$ cat src/rtl/tdm_pkg.sv
// tdm_pkg: shared types and constants for the 4-slot TDM demultiplexer.
package tdm_pkg;
  localparam int NSLOT = 4;
  typedef logic [1:0] slot_t;
  typedef enum logic {HUNT, LOCK} state_t;
  function automatic int ch_off(input int k, input int w);
    return k * w;
  endfunction
endpackage

$ cat src/rtl/tdm_demux4_if.sv
// tdm_demux4_if: TDM input stream and parallel channel outputs of the demux.
interface tdm_demux4_if import tdm_pkg::*; #(parameter int WIDTH = 1);
  logic [WIDTH-1:0] din;
  logic vld;
  logic sof;
  logic [4*WIDTH-1:0] y;
  logic y_vld;
  slot_t slot;
  logic locked;
  logic sync_err;
  modport master(output din, vld, sof, input y, y_vld, slot, locked, sync_err);
  modport slave(input din, vld, sof, output y, y_vld, slot, locked, sync_err);
endinterface

$ cat src/rtl/tdm_demux4_dec24.sv
// demux_dec24: one-hot load-enable decoder, inverse of the 4:1 slot select.
module demux_dec24 import tdm_pkg::*; (
  input  slot_t            sel,
  input  logic             en,
  output logic [NSLOT-1:0] ld
);
  assign ld = {{(NSLOT-1){1'b0}}, en} << sel;
endmodule

$ cat src/rtl/tdm_demux4.sv
// tdm_demux4: splits a 4-slot TDM stream into four parallel channels, frame-aligned on sof.
module tdm_demux4 import tdm_pkg::*; #(parameter int WIDTH = 1) (
  input logic clk,
  input logic rst,
  tdm_demux4_if.slave bus
);
  state_t state, state_n;
  slot_t slot, slot_n;
  logic err, en;
  logic [NSLOT-1:0] ld;
  logic [NSLOT-2:0][WIDTH-1:0] shadow;
  // a sof sample always lands in shadow[0]; ld[3] doubles as the frame-complete strobe
  assign en = bus.vld & (bus.sof | (state == LOCK && slot != '0));
  demux_dec24 u_dec (.sel(bus.sof ? slot_t'(0) : slot), .en(en), .ld(ld));
  assign bus.slot = slot;
  assign bus.locked = state == LOCK;
  always_comb begin
    state_n = state;
    slot_n = slot;
    err = 1'b0;
    if (bus.vld && bus.sof) begin
      state_n = LOCK;
      slot_n = slot_t'(1);
      err = state == LOCK && slot != '0;
    end else if (bus.vld && state == LOCK) begin
      err = slot == '0;
      state_n = slot == '0 ? HUNT : LOCK;
      slot_n = slot == '0 ? slot : slot + slot_t'(1);
    end
  end
  always_ff @(posedge clk) begin
    if (rst) begin
      state <= HUNT;
      slot <= '0;
      shadow <= '0;
      bus.y <= '0;
      bus.y_vld <= 1'b0;
      bus.sync_err <= 1'b0;
    end else begin
      state <= state_n;
      slot <= slot_n;
      bus.y_vld <= ld[NSLOT-1];
      bus.sync_err <= err;
      for (int i = 0; i < NSLOT - 1; i++) if (ld[i]) shadow[i] <= bus.din;
      if (ld[NSLOT-1]) bus.y <= {bus.din, shadow};
    end
  end
endmodule

$ cat src/flat_wrapper.sv
// flat-port wrapper written by rule: the top's interface ports become plain ports
module tdm_demux4_flat import tdm_pkg::*;
#(parameter int WIDTH = 1)
  (clk, rst, bus_din, bus_vld, bus_sof, bus_y, bus_y_vld, bus_slot, bus_locked, bus_sync_err);
  tdm_demux4_if #(.WIDTH(WIDTH)) bus_i ();
  input logic clk;
  input logic rst;
  input wire logic [$bits(bus_i.din)-1:0] bus_din;
  input wire logic [$bits(bus_i.vld)-1:0] bus_vld;
  input wire logic [$bits(bus_i.sof)-1:0] bus_sof;
  output wire logic [$bits(bus_i.y)-1:0] bus_y;
  output wire logic [$bits(bus_i.y_vld)-1:0] bus_y_vld;
  output wire logic [$bits(bus_i.slot)-1:0] bus_slot;
  output wire logic [$bits(bus_i.locked)-1:0] bus_locked;
  output wire logic [$bits(bus_i.sync_err)-1:0] bus_sync_err;
  assign bus_i.din = bus_din;
  assign bus_i.vld = bus_vld;
  assign bus_i.sof = bus_sof;
  assign bus_y = bus_i.y;
  assign bus_y_vld = bus_i.y_vld;
  assign bus_slot = bus_i.slot;
  assign bus_locked = bus_i.locked;
  assign bus_sync_err = bus_i.sync_err;
  tdm_demux4 #(.WIDTH(WIDTH)) u_core (.clk(clk), .rst(rst), .bus(bus_i));
endmodule
$ cat config.mk
export PLATFORM = sky130hd
export DESIGN_NAME = tdm_demux4_flat
export DESIGN_NICKNAME = d
export VERILOG_FILES = /design/src/rtl/tdm_pkg.sv /design/src/rtl/tdm_demux4_if.sv /design/src/rtl/tdm_demux4_dec24.sv /design/src/rtl/tdm_demux4.sv /design/src/flat_wrapper.sv
export SDC_FILE = /design/constraint.sdc
export NUM_CORES = 1
export LEC_CHECK = 0
export BUFFER_PORTS_ARGS = -buffer_cell sky130_fd_sc_hd__buf_4
export CAP_MARGIN = 20
export CORE_AREA = 2 2 43 45
export CTS_CLUSTER_DIAMETER = 80
export DETAILED_ROUTE_END_ITERATION = 8
export DIE_AREA = 0 0 45 47
export SLEW_MARGIN = 25
export SYNTH_ARGS = -nofsm -noshare
export SYNTH_HDL_FRONTEND = slang
export SYNTH_SLANG_ARGS = --single-unit
$ cat constraint.sdc
create_clock -name clk -period 3.8 [get_ports clk]
set_clock_uncertainty 0.1 [all_clocks]
set_input_delay 0 -clock clk [delete_from_list [all_inputs] [get_ports clk]]
set_output_delay 0 -clock clk [all_outputs]
set_load 0.01 [all_outputs]
After elaboration in Yosys (flattened, before gate mapping)
Index checks and enable logic that the tools add are counted.
{"block": "word_totals", "ff_bits": 12, "inputBits": 5, "output_inout_bits": 9, "elab_cells": 33}
{"block": "classes", "add_sub_neg": 1, "eq_ne": 1, "shifts": 1, "muxes": 9, "bitwise_logic": 3, "reduce_logical": 9}
{"cell": "2-to-1 mux 1 bit", "count": 8}
{"cell": "AND reduction 2 bit", "count": 2}
{"cell": "nonzero test 2 bit", "count": 2}
{"cell": "<< shifter 1 x 2 -> 4 bit", "count": 1}
{"cell": "logical AND 1 bit", "count": 3}
{"cell": "adder 2 x 1 -> 2 bit, second input constant", "count": 1}
{"cell": "logical NOT 2 bit", "count": 1}
{"cell": "2-to-1 mux 2 bit", "count": 1}
{"cell": "!= test 2 x 1 -> 1 bit, second input constant", "count": 1}
{"cell": "OR reduction 2 bit", "count": 1}
{"cell": "bitwise AND 1 bit", "count": 1}
{"cell": "NOT 1 bit", "count": 1}
{"cell": "bitwise OR 1 bit", "count": 1}

Longest topological paths before layout
{"block": "logic_depth", "depth_word": 5, "mapped_depth": 5, "depth_no_buf": 5}

Modules after synthesis
A second synthesis with hierarchy kept.
{"block": "hier_totals", "cells_unflattened": 53, "hier_area_um2": 520.5}
{"mod": "tdm_demux4", "instances": 1, "cells_each": 49, "area_each_um2": 483.0}
{"mod": "demux_dec24", "instances": 1, "cells_each": 4, "area_each_um2": 37.5}

Worst setup path after synthesis
No wires, ideal clock.
{"block": "synth_timing", "path_type": "register to register", "from": "register u_core.slot[0] (netlist: u_core.bus.slot[0])", "to": "register u_core.shadow[0] (netlist bit)", "arrival_time_ns": 1.478, "required_ns": 3.564, "path_slack_ns": 2.086, "stages_incl_launch_ff": 6, "path_buffers": 0, "synth_period_minus_slack_ns": 1.714, "cell_sequence": "dfxtp_1 > inv_1 > ha_1 > or4b_4 > nand4b_1 > o311ai_2"}
{"block": "synth_via", "elab_chain_len": 5, "elab_cells_between_ends": 6}
{"element": "from (decl)", "line_no": "tdm_demux4.sv:8", "source": "slot_t slot, slot_n;"}
{"element": "from (signal assigned)", "line_no": "tdm_demux4.sv:41", "source": "slot <= slot_n;"}
{"element": "nonzero test 2 bit", "line_no": "tdm_demux4.sv:13", "source": "assign en = bus.vld & (bus.sof | (state == LOCK && slot != '0));"}
{"element": "logical AND 1 bit", "line_no": "tdm_demux4.sv:13"}
{"element": "bitwise OR 1 bit", "line_no": "tdm_demux4.sv:13"}
{"element": "bitwise AND 1 bit", "line_no": "tdm_demux4.sv:13"}
{"element": "<< shifter 1 x 2 -> 4 bit (*)", "line_no": "tdm_demux4_dec24.sv:7", "source": "assign ld = {{(NSLOT-1){1'b0}}, en} << sel;"}
{"element": "to (signal assigned)", "line_no": "tdm_demux4.sv:35", "source": "shadow <= '0;"}
{"element": "to (decl)", "line_no": "tdm_demux4.sv:11", "source": "logic [NSLOT-2:0][WIDTH-1:0] shadow;"}
Every way passes the cells marked *; elsewhere a longest branch is shown, timed or not.
A chain may end at the register's enable or synchronous reset.

Worst setup path in the final report
{"block": "layout_timing", "from": "register u_core.slot[0] (netlist: u_core.bus.slot[0])", "to": "register u_core.slot[1] (netlist: u_core.bus.slot[1])"}
{"block": "layout_via", "elab_chain_len": 3, "elab_cells_between_ends": 4}
{"element": "branches (longest 3 deep; another with adder 2 x 1 -> 2 bit)"}
Parallel ways; which one is timed is not known.

==> results.sh <==
export IMPL_status="complete, no violations"
export IMPL_area_growth_pct=35.2
export IMPL_cts_tree="built"
export IMPL_synthArstFlopShare=0
export IMPL_r2r_start="u_core.bus.slot[0]$_SDFFE_PP0P_"
export IMPL_power_frac_clock=0.389
export IMPL_rsz0062_at_grt="no"
export IMPL_drc_errors=0
export IMPL_ys_top_cells_by_count="dfxtp_1, nand2_1, mux2i_1, inv_1, nor2_1"
export IMPL_synth_top_area_share=0.438
export IMPL_die_area_um2=2120
export IMPL_drt_iter0_markers=6
export IMPL_leakage_nw=0.332
export IMPL_cp_startpoint="u_core.bus.slot[0]$_SDFFE_PP0P_"
export IMPL_nFillCells=165
export IMPL_worstPathArrival_ns=2.19
export IMPL_post_cts_buffers=0
export IMPL_nets=84
export IMPL_fmax_mhz=482
export IMPL_grt_pass1_wl_um=1870
export IMPL_synthesis_instances=57
export IMPL_tightest_slew_ns=0.246
export IMPL_slowest_stage="dlygate4sd3_1"
export IMPL_cts_resized=0
export IMPL_synth_nets=63
export IMPL_num_vias=480
export IMPL_grt_antenna_before_repair=0
export IMPL_grt_pass1_vias=409
export IMPL_die_y_um=47
export IMPL_top_level_ports=14
export IMPL_setup_tns_ns=0
export IMPL_slowest_delay_ns=0.56
export IMPL_fin_cells=94
export IMPL_period_share=0.546
export IMPL_period_minus_slack_ns=2.07
export IMPL_hpwlAfterDp_um=756
export IMPL_synthFlopType="dfxtp_1"
export IMPL_ys_ff_latch=12
export IMPL_drv_cap=0
export IMPL_start_util=0.332
export IMPL_relSlewSlack=0.835
export IMPL_grt_usage=0.128
export IMPL_routed_wl_um=1090
export IMPL_hold_start="u_core.bus.y[0]$_SDFFE_PP0P_"
export IMPL_h_tree_depth=1
export IMPL_synth_avg_cell_area_um2=9.61
export IMPL_end_kind="flop"
export IMPL_critPathKind="reg2reg"
export IMPL_drt_pass1_iter_count=3
export IMPL_cts_buffer_depth=2
export IMPL_clock_root_buffer="clkbuf_4"
export IMPL_sequentialPowerShare=0.504
export IMPL_gp_congestion=0.686
export IMPL_worst_path_buf_inv=2
export IMPL_cts_buffers=3
export IMPL_core_area_um2=1650
export IMPL_cp_required_ns=3.91
export IMPL_critPathMaxFanout=7
export IMPL_internal_power_mw=0.200
export IMPL_finalMaxSlewViolations=0
export IMPL_critPathTopFamily="buffers and inverters"
export IMPL_ant_nets=0
export IMPL_die_width_um=45
export IMPL_swShare=0.228
export IMPL_holdBufCountCts=5
export IMPL_drive_gt1_frac=0.286
export IMPL_startpoint_type="flop"
export IMPL_yosys_top_cells_area="dfxtp_1, mux2i_1, nand2_1, o311ai_2, or4b_4"
export IMPL_yosys_cell_types_count=29
export IMPL_yosysMostFrequentCell="dfxtp_1"
export IMPL_max_vdd_ir_drop_uv=156
export IMPL_vias_per_cell=5.11
export IMPL_grt_max_degree=11
export IMPL_setup_viol=0
export IMPL_p_per_area_nw_per_um2=350
export IMPL_io_buffer_count=13
export IMPL_place_inst=85
export IMPL_path_clk_slew_ns=0.08
export IMPL_cts_sinks=12
export IMPL_detail_route_wl_per_cell_um=11.5
export IMPL_grt_ovfl_total=0
export IMPL_crit_chain="inv_1 -> ha_1 -> nor2b_2 -> nand3_1 -> a31oi_1 -> dlygate4sd3_1"
export IMPL_hold_path_class="reg2reg"
export IMPL_synth_edff_count=0
export IMPL_final_hold_viol_count=0
export IMPL_num_antenna_cells=0
export IMPL_synth_area_um2=548
export IMPL_ys_warnings_count=0
export IMPL_fp_row_count=15
export IMPL_worstSkewPairLatency_ns=0.27
export IMPL_yosys_area_top_type="dfxtp_1"
export IMPL_combPwrFrac=0.107
export IMPL_p_sw_mw=0.0592
export IMPL_seq_area_frac_synth=0.438
==> through the flow <==
| stage | utilization | power, mW | instance area [µm²] | hold WS (ns) | setup slack (ns) |
|---|---|---|---|---|---|
| after global routing | 0.448 | 0.275 | 741 | 0.385 | 1.60 |
| after detailed placement | 0.396 | 0.158 | 654 | 0.149 | 2.03 |
| final | 0.448 | 0.260 | 741 | 0.362 | 1.73 |
| after CTS | 0.448 | 0.263 | 741 | 0.364 | 1.76 |
| after floorplan | - | 0.149 | 548 | 0.0650 | 2.09 |
| after global placement | 0.396 | 0.158 | 654 | 0.150 | 2.04 |
==> routing by layer <==
layer  global-route usage  vias up  part of all wire
met1                0.152      225              0.46
met5                    0        -                 0
met3               0.0500        2             0.040
met4               0.0882        0             0.011
met2                0.191        5              0.49
li1                     -      248                 -
==> final timing paths <==
| path | endpoint | slack, ns | cells past startpoint |
|---|---|---|---|
| setup / recovery | u_core.bus.slot[1]$_SDFFE_PP0P_ | 1.73 | 6 |
| hold / removal | u_core.bus.y[0]$_SDFFE_PP0P_ | 0.36 | 2 |
| setup reg to reg | u_core.bus.slot[1]$_SDFFE_PP0P_ | 1.73 | 6 |
| hold reg to reg | u_core.bus.y[0]$_SDFFE_PP0P_ | 0.36 | 2 |
==> state kept, by name (all words and copies together), names as in the netlist <==
signal               count
u_core.bus.y             4
u_core.bus.locked        1
u_core.shadow            3
u_core.bus.y_vld         1
u_core.bus.slot          2
u_core.bus.sync_err      1
==> cell type report <==
type                    count  area (µm²)  share of cell area
clock buffers               4        36.3              0.0490
inverters                   3        11.3              0.0152
flip-flops and latches     12         240               0.324
multi-input cells          40         284               0.383
repair buffers             18         148               0.199
well taps                  17        21.3              0.0287
==> placed cells by master (no fill, tap or decap), types with 2 or more instances in the layout <==
cell | Yosys | final
mux2i_1 | 6 | 6
inv_1 | 2 | 2
buf_4 | 1 | 13
clkbuf_4 | 0 | 3
dlygate4sd3_1 | 0 | 5
dfxtp_1 | 12 | 12
nand2_1 | 11 | 11
nor2_1 | 2 | 2
==> kinds of logic after synthesis <==
group	count (synthesis)	synth area share
buf+inv	5	0.0434
xor+xnor	1	0.0160
compound gates	7	0.105
simple gates	25	0.265
mux	6	0.110
fa+ha+maj	1	0.0228
flops	12	0.438
==> power by group through the flow <==
stage                     Sequential, mW  Clock, mW  Combinational [mW]
final                              0.131      0.101              0.0277
after CTS                          0.131      0.104              0.0279
after global placement             0.134          0              0.0244
after global routing               0.131      0.113              0.0305
after floorplan                    0.134          0              0.0154
after detailed placement           0.134          0              0.0245
==> tightest hold or removal path, stage by stage, from the launching register on <==
cell     delay [ns]
dfxtp_1        0.31
nand2_1        0.05
mux2i_1        0.05
(Power assumes the default switching activity.)
